--- config.mk ---
export PLATFORM = sky130hd
export DESIGN_NAME = sprite_draw
export DESIGN_NICKNAME = d
export VERILOG_FILES = /design/src/rtl/chip8_pkg.sv /design/src/rtl/sprite_draw.sv
export SDC_FILE = /design/constraint.sdc
export NUM_CORES = 1
export LEC_CHECK = 0
export CAP_MARGIN = 0
export CORE_AREA = 2 2 93 95
export DETAILED_ROUTE_END_ITERATION = 7
export DIE_AREA = 0 0 95 97
export PLACE_DENSITY = 0.78
export SLEW_MARGIN = 40
export SYNTH_ARGS = -nofsm -noshare
export SYNTH_HDL_FRONTEND = slang
export SYNTH_SLANG_ARGS = --single-unit
--- constraint.sdc ---
create_clock -name clk -period 5.5 [get_ports clk]
set_input_delay 1.1 -clock clk [delete_from_list [all_inputs] [get_ports clk]]
set_output_delay 1.1 -clock clk [all_outputs]
set_load 0.1 [all_outputs]
--- src/rtl/chip8_pkg.sv ---
// Shared CHIP-8 display constants and the sprite-draw state encoding.
// The scan-out path uses the same geometry and {y, x} framebuffer layout.
package chip8_pkg;

   localparam int X_MAX         = 64;
   localparam int Y_MAX         = 32;
   localparam int X_ADDR_WIDTH  = $clog2(X_MAX);
   localparam int Y_ADDR_WIDTH  = $clog2(Y_MAX);
   localparam int FB_ADDR_WIDTH = 11;
   localparam int ROW_CYCLES    = 18;

   typedef enum logic [2:0] {
      IDLE,
      FETCH,
      LATCH,
      PIX_RD,
      PIX_WR,
      CLEAR,
      DONE
   } draw_state_e;

endpackage

--- src/rtl/sprite_draw.sv ---
// DXYN / 00E0 executor: XORs sprite rows into the 1-bit framebuffer and
// reports the VF collision flag. Owns the framebuffer write port.
module sprite_draw
   import chip8_pkg::*;
#(
   parameter int X_MAX          = chip8_pkg::X_MAX,
   parameter int Y_MAX          = chip8_pkg::Y_MAX,
   parameter int MEM_ADDR_WIDTH = 12
) (
   input  logic                      clk,
   input  logic                      rst_n,
   input  logic                      start_draw,
   input  logic                      start_clear,
   input  logic [7:0]                vx,
   input  logic [7:0]                vy,
   input  logic [3:0]                n,
   input  logic [MEM_ADDR_WIDTH-1:0] i_addr,
   output logic [MEM_ADDR_WIDTH-1:0] mem_addr,
   output logic                      mem_rd,
   input  logic [7:0]                mem_data,
   output logic [10:0]               fb_addr,
   output logic                      fb_rd,
   input  logic                      fb_rd_data,
   output logic                      fb_we,
   output logic                      fb_wr_data,
   output logic                      busy,
   output logic                      done,
   output logic                      collision
);

   localparam int XW = $clog2(X_MAX);
   localparam int YW = $clog2(Y_MAX);

   draw_state_e                state_q, state_d;
   logic [XW-1:0]              x0_q, x0_d;
   logic [YW-1:0]              y0_q, y0_d;
   logic [3:0]                 n_q, n_d;
   logic [MEM_ADDR_WIDTH-1:0]  base_q, base_d;
   logic [3:0]                 row_q, row_d;
   logic [2:0]                 bit_q, bit_d;
   logic [7:0]                 shift_q, shift_d;
   logic [FB_ADDR_WIDTH-1:0]   clr_q, clr_d;
   logic                       coll_q, coll_d;

   // Power-of-two geometry: wrap at both edges falls out of the truncating adds.
   logic [XW-1:0] px;
   logic [YW-1:0] py;
   assign px = x0_q + XW'(bit_q);
   assign py = y0_q + YW'(row_q);

   assign collision = coll_q;

   always_ff @(posedge clk or negedge rst_n) begin
      if (!rst_n) begin
         state_q <= IDLE;
         x0_q    <= '0;
         y0_q    <= '0;
         n_q     <= '0;
         base_q  <= '0;
         row_q   <= '0;
         bit_q   <= '0;
         shift_q <= '0;
         clr_q   <= '0;
         coll_q  <= 1'b0;
      end else begin
         state_q <= state_d;
         x0_q    <= x0_d;
         y0_q    <= y0_d;
         n_q     <= n_d;
         base_q  <= base_d;
         row_q   <= row_d;
         bit_q   <= bit_d;
         shift_q <= shift_d;
         clr_q   <= clr_d;
         coll_q  <= coll_d;
      end
   end

   always_comb begin
      state_d    = state_q;
      x0_d       = x0_q;
      y0_d       = y0_q;
      n_d        = n_q;
      base_d     = base_q;
      row_d      = row_q;
      bit_d      = bit_q;
      shift_d    = shift_q;
      clr_d      = clr_q;
      coll_d     = coll_q;
      mem_rd     = 1'b0;
      mem_addr   = '0;
      fb_rd      = 1'b0;
      fb_we      = 1'b0;
      fb_wr_data = 1'b0;
      fb_addr    = '0;
      done       = 1'b0;
      busy       = (state_q != IDLE) && (state_q != DONE);

      case (state_q)
         IDLE: begin
            if (start_clear) begin
               clr_d   = '0;
               coll_d  = 1'b0;
               state_d = CLEAR;
            end else if (start_draw) begin
               x0_d    = vx[XW-1:0];
               y0_d    = vy[YW-1:0];
               n_d     = n;
               base_d  = i_addr;
               row_d   = '0;
               coll_d  = 1'b0;
               state_d = (n == 4'd0) ? DONE : FETCH;
            end
         end
         FETCH: begin
            mem_rd   = 1'b1;
            mem_addr = base_q + MEM_ADDR_WIDTH'(row_q);
            state_d  = LATCH;
         end
         LATCH: begin
            shift_d = mem_data;
            bit_d   = '0;
            state_d = PIX_RD;
         end
         PIX_RD: begin
            fb_rd   = 1'b1;
            fb_addr = FB_ADDR_WIDTH'({py, px});
            state_d = PIX_WR;
         end
         PIX_WR: begin
            // Old pixel arrives from the RAM's registered read this cycle.
            fb_addr    = FB_ADDR_WIDTH'({py, px});
            fb_we      = shift_q[7];
            fb_wr_data = ~fb_rd_data;
            coll_d     = coll_q | (shift_q[7] & fb_rd_data);
            shift_d    = {shift_q[6:0], 1'b0};
            if (bit_q == 3'd7) begin
               if (row_q == n_q - 4'd1) begin
                  state_d = DONE;
               end else begin
                  row_d   = row_q + 4'd1;
                  state_d = FETCH;
               end
            end else begin
               bit_d   = bit_q + 3'd1;
               state_d = PIX_RD;
            end
         end
         CLEAR: begin
            fb_we   = 1'b1;
            fb_addr = clr_q;
            clr_d   = clr_q + 1'b1;
            if (clr_q == '1) state_d = DONE;
         end
         DONE: begin
            done    = 1'b1;
            state_d = IDLE;
         end
         default: state_d = IDLE;
      endcase
   end

endmodule

==> flow_metrics.env <==
export IMPL_status="finished, final reports clean"
export IMPL_wire_per_inst_um=15.3
export IMPL_hold_viol_final=0
export IMPL_synthTopCellsByArea="dfrtp_1, mux2_2, ha_1"
export IMPL_r2r_cells=5
export IMPL_netlist_area_um2=3610
export IMPL_path_buf_inv=1
export IMPL_wl_met1_um=3740
export IMPL_path_cells="nand2b_1 -> nor2_1 -> nor2_1 -> o21ai_0 -> buf_4"
export IMPL_cts_buffer_depth=2
export IMPL_r2r_setup_slack_ns=3.38
export IMPL_clock_latency_ns=0.34
export IMPL_route_met2_wl_um=4300
export IMPL_cts_root_buf="clkbuf_8"
export IMPL_place_hpwl_um=6340
export IMPL_fin_crit_ns=3.70
export IMPL_cts_tree="yes"
export IMPL_startpoint="state_q[1]$_DFFE_PN0P_"
export IMPL_leakage_uw=0.00210
export IMPL_crit_arrival_ns=2.60
export IMPL_firstDrtPassIters=5
export IMPL_power_switching_uw=203
export IMPL_grt_overflow_total=0
export IMPL_fp_dieW_um=95
export IMPL_fillers=692
export IMPL_cts_num_sinks=57
export IMPL_hold_buffers=0
export IMPL_ir_drop_mv=0.126
export IMPL_slew_headroom_pct=60.5
export IMPL_drive_above_1_share_pct=19.0
export IMPL_io_pins=75
export IMPL_cts_made_buffers=9
export IMPL_slowest_delay_ns=0.62
export IMPL_seq_power_share_pct=45.4
export IMPL_synth_flop_cell="dfrtp_1"
export IMPL_tightest_slew_ns=0.591
export IMPL_io_buffer_count=69
export IMPL_grt_pass1_wl_um=14900
export IMPL_netlist_instances=390
export IMPL_cts_htree_levels=3
export IMPL_synth_seq_cells=57
export IMPL_pwr_share_clk_pct=48.8
export IMPL_reg2reg_from="state_q[1]$_DFFE_PN0P_"
export IMPL_start_util_pct=44.3
export IMPL_crit_end="fb_addr[3]"
export IMPL_worst_path_stages=5
export IMPL_ys_types=49
export IMPL_crit_path_top_delay_cell="dfrtp_2"
export IMPL_end_kind="output port"
export IMPL_num_antenna_cells=0
export IMPL_worstSetupStartpointType="register"
export IMPL_final_area_um2=4510
export IMPL_place_gp_congestion=0.918
export IMPL_worstSetupPathType="reg -> out"
export IMPL_cp_common_cell="nor2_1"
export IMPL_synth_edf_count=0
export IMPL_power_density_nw_per_um2=207
export IMPL_cap_violations=0
export IMPL_rsz0062_at_grt="no"
export IMPL_post_synth_top_area_fraction_pct=39.5
export IMPL_nets=523
export IMPL_fp_dieH_um=97
export IMPL_setup_violations=0
export IMPL_synth_nets=454
export IMPL_finalPower_uw=931
export IMPL_drc=0
export IMPL_synth_seq_area_share_pct=39.5
export IMPL_vias_per_cell=5.56
export IMPL_syn_area_per_cell_um2=9.25
export IMPL_placed_area_um2=4260
export IMPL_synth_warnings=0
export IMPL_cp_max_fo=33
export IMPL_antenna_found_initial=0
export IMPL_grt_pass1_vias=3201
export IMPL_ant_nets=0
export IMPL_intPower_uw=728
export IMPL_final_setup_tns_ns=0
export IMPL_async_reset_ff_share_pct=100
export IMPL_core_area_um2=8130
export IMPL_p_sw_share_pct=21.8
export IMPL_hp_class="reg -> reg"
export IMPL_fin_crit_sh_pct=67.2
export IMPL_max_clock_freq_mhz=270
export IMPL_slew_viol_final=0
export IMPL_wirelength_um=8690
export IMPL_row_count=33
export IMPL_cts_setup_buffers=0
export IMPL_top_layer="met4"
export IMPL_track_usage_pct=20.1
export IMPL_fp_dieArea_um2=9220
export IMPL_drtIter0Drc=171
export IMPL_wl_met3_um=503
export IMPL_finClkSkew_ns=0.00767
export IMPL_num_vias=3166
export IMPL_crit_family="simple AND/OR/NAND/NOR gates"
export IMPL_syn_to_final_growth_pct=24.9
export IMPL_p_comb_share_pct=5.8
export IMPL_yosysTopAreaCell="dfrtp_1"
export IMPL_grt_max_degree=58
export IMPL_clk_pin_slew_ns=0.07
export IMPL_r2r_end="row_q[2]$_DFFE_PN0P_"
export IMPL_cts_resized_gates=0
export IMPL_cp_required_ns=4.40
power groups by stage:
| stage | registers (µW) | clock network, µW | logic [µW] |
|---|---|---|---|
| 2_1_floorplan | 433 | 0 | 10.1 |
| 3_3_place_gp | 430 | 0 | 54.0 |
| 3_5_place_dp | 430 | 0 | 53.3 |
| 4_1_cts | 422 | 461 | 53.6 |
| 5_1_grt | 422 | 483 | 58.7 |
| 6_report | 422 | 454 | 54.3 |
worst min path at each step:
stage                     slack [ns]                     to             startpoint  cells after the start
after floorplan                 0.48  clr_q[10]$_DFFE_PN0P_  clr_q[10]$_DFFE_PN0P_                      1
after global placement          0.50    x0_q[0]$_DFFE_PN0P_    x0_q[0]$_DFFE_PN0P_                      1
after detailed placement        0.50    y0_q[2]$_DFFE_PN0P_    y0_q[2]$_DFFE_PN0P_                      1
after CTS                       0.52    y0_q[2]$_DFFE_PN0P_    y0_q[2]$_DFFE_PN0P_                      1
after global routing            0.55    y0_q[2]$_DFFE_PN0P_    y0_q[2]$_DFFE_PN0P_                      1
final                           0.52  base_q[3]$_DFFE_PN0P_  base_q[3]$_DFFE_PN0P_                      1
worst reg2reg max path, cell delays in order, from the launching register on:
cell and delay [ns]:
dfrtp_2 0.62, nand2b_1 0.45, nor2_1 0.52, nand3_1 0.14
nor2_1 0.13, mux2i_1 0.18
sequential cells by signal, summed over array words and instances, names as in the netlist:
register / flops
x0_q: 6
base_q: 12
collision: 1
shift_q: 8
bit_q: 3
state_q: 3
n_q: 4
y0_q: 5
clr_q: 11
row_q: 4
per-stage QoR:
stage	hold WS (ns)	utilization (%)	setup slack [ns]	cells
after global placement	0.497	53.9	1.35	552
after floorplan	0.480	-	0.579	390
after global routing	0.548	55.4	1.66	569
after CTS	0.521	55.2	1.78	568
final	0.518	55.4	1.80	569
after detailed placement	0.504	52.3	2.16	552
placed cells by master, fill, tap and decap left out, types with 11 or more instances in the layout:
master            n
nor2_1           33
o21ai_0          29
nand3_1          18
clkdlybuf4s50_1  38
o22ai_1          20
dfrtp_1          56
clkbuf_8         11
xnor2_1          14
mux2_2           27
buf_2            27
ha_1             16
nand2_1          44
inv_1            16
a21oi_1          17
kinds of logic after synthesis:
group           Yosys count  share of synthesized area [%]
compound gates          102                           18.0
buf+inv                  34                           3.57
fa+ha+maj                19                           7.21
xor+xnor                 24                           5.83
mux                      33                           10.1
flops                    57                           39.5
simple gates            121                           15.7
synth_stat cells (all sizes together), types with 2 or more instances:
library cell and count:
dfrtp 57, nand2 44, nor2 33, o21ai 30, mux2 27, o22ai 20, a21oi 18, nand3 18
ha 16, inv 16, xnor2 14, clkbuf 12, xor2 10, o22a 7, mux2i 6, o211ai 6
a21o 5, buf 5, nor3 5, a22oi 4, and3 3, fa 3, nor4 3, o31ai 3
a31oi 2, and2 2, nand2b 2, nand3b 2, nor2b 2, o21bai 2, or3 2
cell type report:
| type | count | area [µm²] | share of cell area [%] |
|---|---|---|---|
| clock buffer | 11 | 151 | 3.36 |
| clock inverter | 5 | 77.6 | 1.72 |
| inverter | 17 | 63.8 | 1.42 |
| multi-input combinational | 299 | 2050 | 45.5 |
| sequential | 57 | 1430 | 31.7 |
| tap | 105 | 131 | 2.92 |
| timing repair buffer | 75 | 603 | 13.4 |
metal layers:
layer	global-route usage, %	up-vias
met5	0	-
met1	25.9	1517
met4	7.25	0
met3	3.50	15
met2	33.6	98
li1	-	1536
Power figures use the tool's default switching activity.
